## src/rtl/fp_normalize_pack_module.sv

```systemverilog
// Iterative normalizer and IEEE-754 packer for the FP adder back end.
// Optional ties-to-even rounding of the carry right shift: define FP_NORM_ROUND_EN.
module fp_normalize_pack_module #(
    parameter int EXP_W  = 8,
    parameter int FRAC_W = 23
) (
    input  logic                    clk,
    input  logic                    rst,
    input  logic                    in_valid,
    output logic                    in_ready,
    input  logic                    S_result,
    input  logic [FRAC_W+1:0]       Mantissa_result,
    input  logic [EXP_W-1:0]        Exponent_in,
    output logic                    out_valid,
    input  logic                    out_ready,
    output logic [EXP_W+FRAC_W:0]   result,
    output logic                    overflow,
    output logic                    underflow,
    output logic                    zero
);

    localparam logic [1:0] IDLE = 2'd0;
    localparam logic [1:0] NORM = 2'd1;
    localparam logic [1:0] DONE = 2'd2;

    localparam logic [EXP_W:0]        EXP_MAX  = {1'b0, {EXP_W{1'b1}}};
    localparam logic [EXP_W:0]        EXP_ONE  = {{EXP_W{1'b0}}, 1'b1};
    localparam logic [FRAC_W+1:0]     MANT_ONE = {{(FRAC_W+1){1'b0}}, 1'b1};
    localparam logic [FRAC_W-1:0]     FRAC_ZERO = '0;
    localparam logic [EXP_W+FRAC_W-1:0] MAG_ZERO = '0;

    logic [1:0]              state_q, state_d;
    logic [FRAC_W+1:0]       mant_q, mant_d;
    logic [EXP_W:0]          exp_q, exp_d;
    logic                    sign_q, sign_d;
    logic [EXP_W+FRAC_W:0]   result_q, result_d;
    logic                    ovf_q, ovf_d;
    logic                    unf_q, unf_d;
    logic                    zero_q, zero_d;

    logic [FRAC_W+1:0]       shiftMant;
    logic [FRAC_W+1:0]       rightMant;
    logic [EXP_W:0]          expInc;
    logic [EXP_W:0]          expDec;

    assign shiftMant = mant_q >> 1;
    assign expInc    = exp_q + EXP_ONE;
    assign expDec    = exp_q - EXP_ONE;

`ifdef FP_NORM_ROUND_EN
    // The bit dropped by the carry shift acts as guard; round half to even.
    logic guardBit;
    assign guardBit  = mant_q[0];
    assign rightMant = (guardBit && shiftMant[0]) ? (shiftMant + MANT_ONE) : shiftMant;
`else
    assign rightMant = shiftMant;
`endif

    always_comb begin
        state_d  = state_q;
        mant_d   = mant_q;
        exp_d    = exp_q;
        sign_d   = sign_q;
        result_d = result_q;
        ovf_d    = ovf_q;
        unf_d    = unf_q;
        zero_d   = zero_q;

        case (state_q)
            IDLE: begin
                if (in_valid) begin
                    sign_d  = S_result;
                    mant_d  = Mantissa_result;
                    exp_d   = {1'b0, Exponent_in};
                    state_d = NORM;
                end
            end
            NORM: begin
                if (mant_q == '0) begin
                    result_d = '0;
                    zero_d   = 1'b1;
                    state_d  = DONE;
                end else if (mant_q[FRAC_W+1]) begin
                    mant_d = rightMant;
                    exp_d  = expInc;
                    if (expInc >= EXP_MAX) begin
                        result_d = {sign_q, EXP_MAX[EXP_W-1:0], FRAC_ZERO};
                        ovf_d    = 1'b1;
                        state_d  = DONE;
                    end
                end else if (mant_q[FRAC_W]) begin
                    result_d = {sign_q, exp_q[EXP_W-1:0], mant_q[FRAC_W-1:0]};
                    state_d  = DONE;
                end else if (exp_q <= EXP_ONE) begin
                    // No denormal support: flush to signed zero.
                    result_d = {sign_q, MAG_ZERO};
                    unf_d    = 1'b1;
                    state_d  = DONE;
                end else begin
                    mant_d = mant_q << 1;
                    exp_d  = expDec;
                end
            end
            DONE: begin
                if (out_ready) begin
                    ovf_d   = 1'b0;
                    unf_d   = 1'b0;
                    zero_d  = 1'b0;
                    state_d = IDLE;
                end
            end
            default: begin
                state_d = IDLE;
            end
        endcase
    end

    always_ff @(posedge clk or negedge rst) begin
        if (!rst) begin
            state_q  <= IDLE;
            mant_q   <= '0;
            exp_q    <= '0;
            sign_q   <= 1'b0;
            result_q <= '0;
            ovf_q    <= 1'b0;
            unf_q    <= 1'b0;
            zero_q   <= 1'b0;
        end else begin
            state_q  <= state_d;
            mant_q   <= mant_d;
            exp_q    <= exp_d;
            sign_q   <= sign_d;
            result_q <= result_d;
            ovf_q    <= ovf_d;
            unf_q    <= unf_d;
            zero_q   <= zero_d;
        end
    end

    assign in_ready  = (state_q == IDLE);
    assign out_valid = (state_q == DONE);
    assign result    = result_q;
    assign overflow  = ovf_q;
    assign underflow = unf_q;
    assign zero      = zero_q;

endmodule

```

## config.mk

```make
export PLATFORM = sky130hd
export DESIGN_NAME = fp_normalize_pack_module
export DESIGN_NICKNAME = d
export VERILOG_FILES = /design/src/rtl/fp_normalize_pack_module.sv
export SDC_FILE = /design/constraint.sdc
export NUM_CORES = 1
export LEC_CHECK = 0
export CAP_MARGIN = 20
export CORE_UTILIZATION = 35
export CTS_BUF_LIST = sky130_fd_sc_hd__clkbuf_4 sky130_fd_sc_hd__clkbuf_8 sky130_fd_sc_hd__clkbuf_16
export DETAILED_ROUTE_END_ITERATION = 16
export MAX_ROUTING_LAYER = met4
export SLEW_MARGIN = 20
export SYNTH_ARGS = -nofsm -noshare
export SYNTH_HDL_FRONTEND = slang
export SYNTH_SLANG_ARGS = --single-unit
```

## constraint.sdc

```tcl
create_clock -name clk -period 2.2 [get_ports clk]
set_input_delay 0.66 -clock clk [delete_from_list [all_inputs] [get_ports clk]]
set_output_delay 0.66 -clock clk [all_outputs]
set_load 0.02 [all_outputs]
```

# Word level (Yosys, flattened, before mapping)
# Cells that the tools add are included.
[totals]
in_bits = 38
word_cells = 79
out_inout_bits = 37
regBits = 72
[classes]
addsub = 2
reduce_logical = 13
mux = 37
n_eq_ne = 16
magnitude_cmp = 2
[op_table]
columns = ["cell", "n"]
rows = [
  ["32-bit 2-to-1 mux", 5],
  ["24-bit 2-to-1 mux", 3],
  ["25-bit 2-to-1 mux", 2],
  ["25-bit case mux with 2 select lines", 1],
  ["9-bit 2-to-1 mux", 5],
  ["25-bit logical NOT", 1],
  ["9-bit case mux with 2 select lines", 1],
  ["2-bit != test (second input constant)", 8],
  ["2-bit 2-to-1 mux", 7],
  ["5-bit AND reduction", 2],
  ["9-bit by 1-bit adder with 9-bit output (second input constant)", 1],
  ["9-bit by 8-bit greater-or-equal comparator with 1-bit output (second input constant)", 1],
  ["9-bit by 1-bit <= comparator with 1-bit output (second input constant)", 1],
  ["1-bit 2-to-1 mux", 9],
  ["3-bit AND reduction", 3],
  ["9-bit by 1-bit subtractor with 9-bit output (second input constant)", 1],
  ["3-bit != test (second input constant)", 2],
  ["1-bit case mux with 2 select lines", 3],
  ["2-bit case mux with 3 select lines", 1],
  ["6-bit AND reduction", 1],
  ["5-bit != test (second input constant)", 1],
  ["4-bit != test (second input constant)", 1],
  ["4-bit AND reduction", 1],
  ["2-bit nonzero test", 2],
  ["other kinds (7)", 7],
]

# Longest topological paths before layout
# Gate-level depths: netlist of run 1.
[depth]
ltp_word = 6
ltp_mapped = 9
mapped_depth_nobuf = 7

# Worst setup path before layout of run 1
# No wires, ideal clock.
[synth_path]
path_kind = "register to register"
start = "register exp_q[0]"
end = "register result_q[0], in the netlist result[0]"
path_stages_with_launch = 10
t_required_ns = 2.079
setup_ns = 0.121
path_slack_ns = 0.122
n_path_buf = 2
arrival_ns = 1.957
path_cell_list = "dfrtp_1 buf_6 inv_1 ha_1 nor2b_1 o221ai_1 a2111oi_4 o221ai_4 buf_6 a22o_1"
[synth_via]
elab_chain_len = 4
elab_cells_between_ends = 6
cone_classes = "1 x add/sub; 2 x order compare; 1 x eq/ne; 2 x reduce/logical"
[synth_lines]
columns = ["element", "line_no", "text"]
rows = [
  ["from (decl)", "34", "logic [EXP_W:0] exp_q, exp_d;"],
  ["from (signal assigned)", "131", "exp_q <= exp_d;"],
  ["9-bit by 1-bit adder with 9-bit output", "47", "assign expInc = exp_q + EXP_ONE;"],
  ["9-bit by 8-bit greater-or-equal comparator with 1-bit output", "86", "if (expInc >= EXP_MAX) begin"],
  ["3-bit by 1-bit != test with 1-bit output (no source line)", "n/a", ""],
  ["3-bit AND reduction (no source line) *", "n/a", ""],
  ["to (signal assigned)", "133", "result_q <= result_d;"],
  ["to (decl)", "36", "logic [EXP_W+FRAC_W:0] result_q, result_d;"],
]
# Mark *: on every way between the ends. The rest lies on a longest branch, timed or not.
# A chain may end at the register's enable or synchronous reset.

# Worst setup path in the final report of run 1
[layout_path]
start = "register exp_q[0]"
end = "register result_q[1], in the netlist result[1]"
# The elaborated chain is that of the path after synthesis.

==> results by group, run 1 <==
Outcome
  • Status: finished, violations left
  • Violated checks: setup timing

Layout
  • Ratio of cells with drive above 1 in the final layout: 19.0%
  • Number of fill cells: 1012
  • Antenna diode instance count: 0
  • Finished layout cell area: 5550 um^2
  • Final net count: 544
  • Core utilization of the finished layout: 50.7%
  • Layout overhead on the synthesized area: 40.1%

Timing
  • Post-Route Setup TNS: -0.878 ns
  • Max-slew headroom: 64.9%
  • Upper clock frequency limit: 0.444 GHz
  • Post-route fraction of the period consumed by the critical path: 102%
  • Tightest Pin Transition: 0.522 ns
  • Clock Skew: 0.00747 ns
  • Time the worst path needs with I/O delays and setup: 2.25 ns
  • Final setup viols: 23
  • Number of slew-limit violations in the final report: 0
  • Unrepaired setup endpoints after global routing: true
  • Least setup slack across all paths after layout: -0.0517 ns
  • Hold Violations, Final: 0

Synthesis
  • Count of flip-flops with a built-in enable after synthesis: 0
  • Average footprint of a synthesized cell: 9.71 um^2
  • Yosys Warn Count: 0
  • Async set-reset flop share out of synthesis: 100%
  • Total of flip-flops plus latches after synthesis: 72
  • Prevailing post-synth register cell: dfrtp_1
  • Net count of the mapped netlist: 450
  • Gate Count Post-Synth: 408
  • Sequential area share after synthesis: 45.5%
  • Cell area after synthesis: 3960 um^2
  • Number of library cell types mapped by synthesis: 56
  • Synth area leaders: dfrtp_1 45%, o21ai_0 7.2%, a22o_1 5.1%
  • Cell accounting for the most synthesized area: dfrtp_1
  • Area fraction of the dominant cell type after synthesis: 45.5%

CTS
  • H-Tree Level Count: 3
  • Max clock buf depth: 2
  • Clock Sink Count: 72
  • TritonCTS clock tree: done
  • TritonCTS buffer count: 9
  • Reg clk slew, reported paths: 0.06 ns
  • Clock latency reported for the late side of the worst-skew pair: 0.33 ns
  • Buffer cell driving the clock tree root: clkbuf_16
  • Cts hold-fix bufs: 0

Route
  • Number of design rule violations left after detail routing: 0
  • Highest metal layer with signal wires: met4
  • Post-route antenna net violation count: 0
  • Via/cell ratio: 5.84
  • Initial DRC count: 307
  • Met2 layer wire length in the routed design: 5.69 mm
  • Met3 routed wirelength: 730 um
  • Average detailed-routed wire length per instance: 18.8 um
  • Number of detailed-routing iterations run before antenna repair: 5
  • Routed vias: 3775
  • M1 WL: 5.59 mm
  • Sum of routed wire length over all layers: 12.2 mm

Power and ir drop
  • Total power draw: 0.00889 W
  • Power Density: 1600 nW/um^2
  • Leakage: 2.34 nW
  • Internal cell power: 0.00504 W
  • Peak supply drop: 0.610 mV
  • Portion of total power attributed to sequential cells: 28.4%
  • Logic gate share of total power: 54.9%
  • Switch share: 43.4%
  • Reported net switching power: 0.00386 W
  • Clk network pwr share: 16.6%

Die
  • Ports placed on the boundary: 75
  • Number of placement rows: 38
  • X dimension of the die: 108 um
  • Area of the placeable core: 10900 um^2
  • Die Y-Extent: 108 um
  • Initial Util: 36.2%
  • Total die area: 11700 um^2

Critical path
  • Data required time at the worst endpoint: 2.42 ns
  • Max FO, Critical Path: 9
  • Endpoint class of the critical path: flip-flop
  • Data arrival, critical path: 2.47 ns
  • Worst setup path category: reg2reg
  • Nature of the critical path startpoint: flip-flop

Placement
  • Number of buffer cells added on primary ports: 74
  • Post-place instance area: 5000 um^2
  • Placed wire-length estimate: 7.84 mm
  • Gpl congestion: 0.864

Global route
  • Final global-route overflow total: 0
  • Number of antenna violations at the first check in global routing: 0
  • Wire length of the first global-routing pass: 19.1 mm
  • Largest net degree at the start of global routing: 73
  • Total routing resource utilization after global routing: 21.9%
  • Vias in the first global route: 3652

Min path
  • Min-delay worst type: in2async

Flow run
  • # Max-Cap Violations: 0
-- kinds of logic (layout without fill, tap and decap cells) --
group,Yosys count,count (layout),share of synthesized area [%]
DFF,72,72,45.5
buffers and inverters,45,143,5.88
and+or+nand+nor,103,103,14.8
xor gates and xnor gates,5,5,1.11
AOI/OAI and AO/OA,178,178,31.2
adders and majority gates,4,4,1.26
muxes,1,1,0.253
-- metal layers --
| layer | track usage [%] | vias up |
|---|---|---|
| met5 | - | - |
| met3 | 3.62 | 11 |
| met1 | 30.5 | 1862 |
| met2 | 32.1 | 148 |
| met4 | 7.72 | 0 |
| li1 | - | 1754 |
-- worst max-delay path, stage by stage (launching register included) --
cell and delay (ns):
dfrtp_1 0.40, inv_1 0.14, buf_4 0.17, ha_1 0.20
o221ai_4 0.13, a2111oi_4 0.31, buf_4 0.18, o221ai_4 0.20
clkbuf_16 0.23, a22o_1 0.18
-- registers in the layout (all words and copies together), names as in the netlist --
register   flops
underflow      1
exp_q          9
result        32
state_q        2
overflow       1
mant_q        25
sign_q         1
zero           1
-- final timing paths --
kind | from | end | slack, ns | cells past startpoint
max reg2reg | exp_q[0] | result[1] | -0.05 | 9
min reg2reg | overflow | overflow | 0.48 | 2
max in group asynchronous | rst | exp_q[3] | 1.50 | 2
min in group clk | overflow | overflow | 0.48 | 2
min | rst | result[24] | 0.31 | 2
max | exp_q[0] | result[1] | -0.05 | 9
-- layout make-up --
cell class	count	area, um^2	area share, %
Tap cell	140	175	3.16
Timing Repair Buffer	122	1170	21.2
Sequential cell	72	1800	32.5
Clock buffer	10	239	4.31
Clock inverter	5	57.6	1.04
Inverter	6	22.5	0.406
Multi-Input combinational cell	291	2070	37.4
-- cells in the mapped netlist (all sizes together) (2+ instances only) --
library cell / count
o2bb2ai: 9
a31oi: 2
clkbuf: 20
a221oi: 22
buf: 19
o21ai: 68
nand4: 3
o221ai: 2
a211oi: 3
and4: 4
ha: 4
and4b: 2
a31o: 2
nor4: 7
xnor2: 3
and2: 2
nand2: 16
dfrtp: 72
a21oi: 22
nor3: 5
a22o: 23
xor2: 2
nor2: 18
nand3: 5
o31ai: 7
a21boi: 3
inv: 6
o22a: 2
o22ai: 5
or3: 2
nand2b: 4
nor2b: 4
and3: 25
a22oi: 2
-- cells in the final DEF, fill, tap and decap left out, types with 3 or more instances in the layout --
| cell | count |
|---|---|
| a22o_1 | 23 |
| clkbuf_16 | 11 |
| nand2_1 | 16 |
| dfrtp_1 | 70 |
| a221oi_1 | 22 |
| nor4_1 | 6 |
| and3_1 | 25 |
| o21ai_1 | 11 |
| nand3_1 | 5 |
| buf_6 | 3 |
| o21ai_0 | 56 |
| o31ai_1 | 6 |
| buf_12 | 3 |
| o22ai_2 | 3 |
| a21oi_1 | 21 |
| clkdlybuf4s50_1 | 71 |
| xnor2_1 | 3 |
| nand4_1 | 3 |
| nand2b_1 | 4 |
| buf_4 | 39 |
| o2bb2ai_1 | 7 |
| inv_1 | 5 |
| a211oi_1 | 3 |
| nor2_1 | 17 |
| nor3_1 | 4 |
| and4_4 | 3 |
-- power by group through the flow --
stage	Clock (W)	Sequential [W]	Combinational [W]
after floorplan	0	0.00259	0.00259
after global placement	0	0.00249	0.00432
after detailed placement	0	0.00251	0.00440
after CTS	0.00150	0.00249	0.00442
after global routing	0.00157	0.00262	0.00529
final	0.00148	0.00253	0.00488
-- metrics by stage --
stage                     hold slack, ns  cells  setup slack [ns]
after floorplan                    0.364    408             0.122
after global placement             0.472    622            -0.251
after detailed placement           0.476    622            -0.286
after CTS                          0.366    637            0.0118
after global routing               0.356    646            -0.111
final                              0.308    646           -0.0517
-- repair_timing --
item,CTS,global route
setup endpoints to repair,2,63
gates cloned,0,3
setup buffers,0,6
pin swaps,0,4
resized for setup,2,32
No activity file was read; power rests on OpenSTA's default activity.
==> run 2: changes to the inputs <==
Settings changed: PLACE_DENSITY set to 0.54, RECOVER_POWER set to 50.
Clock period 2.2 ns to 2.35 ns, I/O delays scaled along.
==> run 2 against run 1 <==
  * The flow finishes with violations (capacitance limit, slew limit)
  * Die area stayed put
  * Clock power is 4% lower
  * Worst hold slack better by 0.18 ns
  * Largest cell class unchanged
==> results by group, run 2 (synthesized netlist as in run 1, its figures left out) <==
Outcome
  • Status: finished, violations left
  • Violated checks: capacitance limit, slew limit

CTS
  • Cts hold-fix bufs: 0
  • Clock latency reported for the late side of the worst-skew pair: 0.33 ns
  • TritonCTS clock tree: done
  • H-Tree Level Count: 3
  • TritonCTS buffer count: 9
  • Reg clk slew, reported paths: 0.05 ns
  • Clock Sink Count: 72
  • Max clock buf depth: 2
  • Buffer cell driving the clock tree root: clkbuf_16

Power and ir drop
  • Portion of total power attributed to sequential cells: 30.3%
  • Power Density: 1490 nW/um^2
  • Internal cell power: 0.00448 W
  • Switch share: 43.1%
  • Peak supply drop: 0.604 mV
  • Logic gate share of total power: 51.7%
  • Leakage: 2.25 nW
  • Reported net switching power: 0.00340 W
  • Clk network pwr share: 18.0%

Global route
  • GR Layer Usage met3: 4.40%
  • Number of antenna violations at the first check in global routing: 0
  • Total routing resource utilization after global routing: 22.2%
  • Most heavily used metal layer in global routing: met2
  • Vias in the first global route: 3626
  • Wire length of the first global-routing pass: 19.1 mm
  • Met2 Use GR: 31.8%
  • Final global-route overflow total: 0
  • Largest net degree at the start of global routing: 73
  • GR Util met1: 31.4%

Placement
  • Gpl congestion: 0.823
  • Minimum setup slack after placement: -0.200 ns
  • Number of buffer cells added on primary ports: 74
  • Post-place instance area: 4970 um^2
  • Placed wire-length estimate: 8.06 mm

Timing
  • Final setup viols: 0
  • Least setup slack across all paths after layout: 0.123 ns
  • Upper clock frequency limit: 0.449 GHz
  • Min Hold Slack: 0.484 ns
  • Tightest Pin Transition: 1.64 ns
  • Post-route fraction of the period consumed by the critical path: 94.8%
  • Post-Route Setup TNS: 0 ns
  • Max-slew headroom: -9.54%
  • Number of slew-limit violations in the final report: 73
  • Time the worst path needs with I/O delays and setup: 2.23 ns
  • Clock Skew: 0.00597 ns
  • Hold Violations, Final: 0

Layout
  • Layout overhead on the synthesized area: 33.5%
  • Commonest cells after routing, fill and taps aside: 72 x dfrtp_1, 58 x clkdlybuf4s50_1, 57 x o21ai_0
  • Ratio of cells with drive above 1 in the final layout: 13.8%
  • Antenna diode instance count: 0
  • Final net count: 531
  • Max FFs per register: 32
  • Most frequent standard cell in the layout excluding fill and tap cells: dfrtp_1
  • Finished layout cell area: 5290 um^2
  • Number of fill cells: 1055

Critical path
  • Nature of the critical path startpoint: flip-flop
  • Data required time at the worst endpoint: 2.57 ns
  • Data arrival, critical path: 2.45 ns
  • Endpoint class of the critical path: flip-flop
  • Worst setup path category: reg2reg
  • Max FO, Critical Path: 23

Die
  • X dimension of the die: 108 um
  • Die Y-Extent: 108 um
  • Initial Util: 36.2%
  • Ports placed on the boundary: 75
  • Area of the placeable core: 10900 um^2
  • Total die area: 11700 um^2
  • Number of placement rows: 38

Route
  • Via/cell ratio: 5.76
  • Sum of routed wire length over all layers: 12.0 mm
  • Initial DRC count: 253
  • Routed vias: 3655
  • Number of detailed-routing iterations run before antenna repair: 4
  • Average detailed-routed wire length per instance: 18.9 um
  • Post-route antenna net violation count: 0
  • Number of design rule violations left after detail routing: 0

Flow run
  • # Max-Cap Violations: 1

Min path
  • Min-delay worst type: reg2reg
## run 2: changes by cell type in the layout (fill, tap and decap cells not counted), sizes merged
cell           previous run  this run
buf                      47        36
clkbuf                   12        15
clkdlybuf4s50            71        58
clkinv                    4         0
clkinvlp                  0         1
dlygate4sd2               2         1
dlygate4sd3               0        13
## run 2: final timing paths
kind | end | slack (ns) | cells past startpoint | from
min reg2reg | result[23] | 0.48 | 1 | result[23]
max | result[2] | 0.12 | 9 | exp_q[1]
min | result[23] | 0.48 | 1 | result[23]
max reg2reg | result[2] | 0.12 | 9 | exp_q[1]
min in group asynchronous | result[6] | 0.88 | 2 | rst
max in group asynchronous | mant_q[21] | 0.48 | 2 | rst
## run 2: routing by layer
metal,routed length (um),up-vias
met5,0,-
met4,117,0
met3,628,11
met2,5530,107
met1,5710,1802
li1,-,1735
## run 2: area by class of cell
class | instances | area [um^2] | share of cell area (%)
multi-input cells | 291 | 1950 | 36.9
flip-flops and latches | 72 | 1800 | 34.1
repair buffers | 109 | 1030 | 19.4
clock buffers | 14 | 275 | 5.21
well taps | 140 | 175 | 3.31
clock inverters | 2 | 37.5 | 0.710
inverters | 6 | 22.5 | 0.426
## run 2: stage by stage
stage          utilization (%)  instances  power [W]
2_1_floorplan                -        408    0.00485
3_3_place_gp              45.4        616    0.00639
3_5_place_dp              45.4        616    0.00646
4_1_cts                   48.3        632    0.00792
5_1_grt                   48.4        634    0.00846
6_report                  48.4        634    0.00788
## run 2: critical path: stages, from the launching register on
cell and delay [ns]:
dfrtp_1 0.39, inv_1 0.11, ha_1 0.32, nor2b_2 0.17
o221ai_2 0.12, a2111oi_4 0.28, buf_4 0.20, o221ai_4 0.13
buf_12 0.18, a22o_1 0.19
## run 2: power groups by stage
stage                     logic (W)  clock network (W)  registers [W]
after floorplan             0.00243                  0        0.00243
after global placement      0.00401                  0        0.00238
after detailed placement    0.00408                  0        0.00239
after CTS                   0.00410            0.00145        0.00237
after global routing        0.00447            0.00152        0.00247
final                       0.00407            0.00142        0.00238
## run 2: timing repair
action / 4_1_cts / 5_1_grt
pin swaps: 0 / 2
gates resized for setup: 1 / 4
endpoints found under the setup margin: 1 / 35
setup buffers: 0 / 2
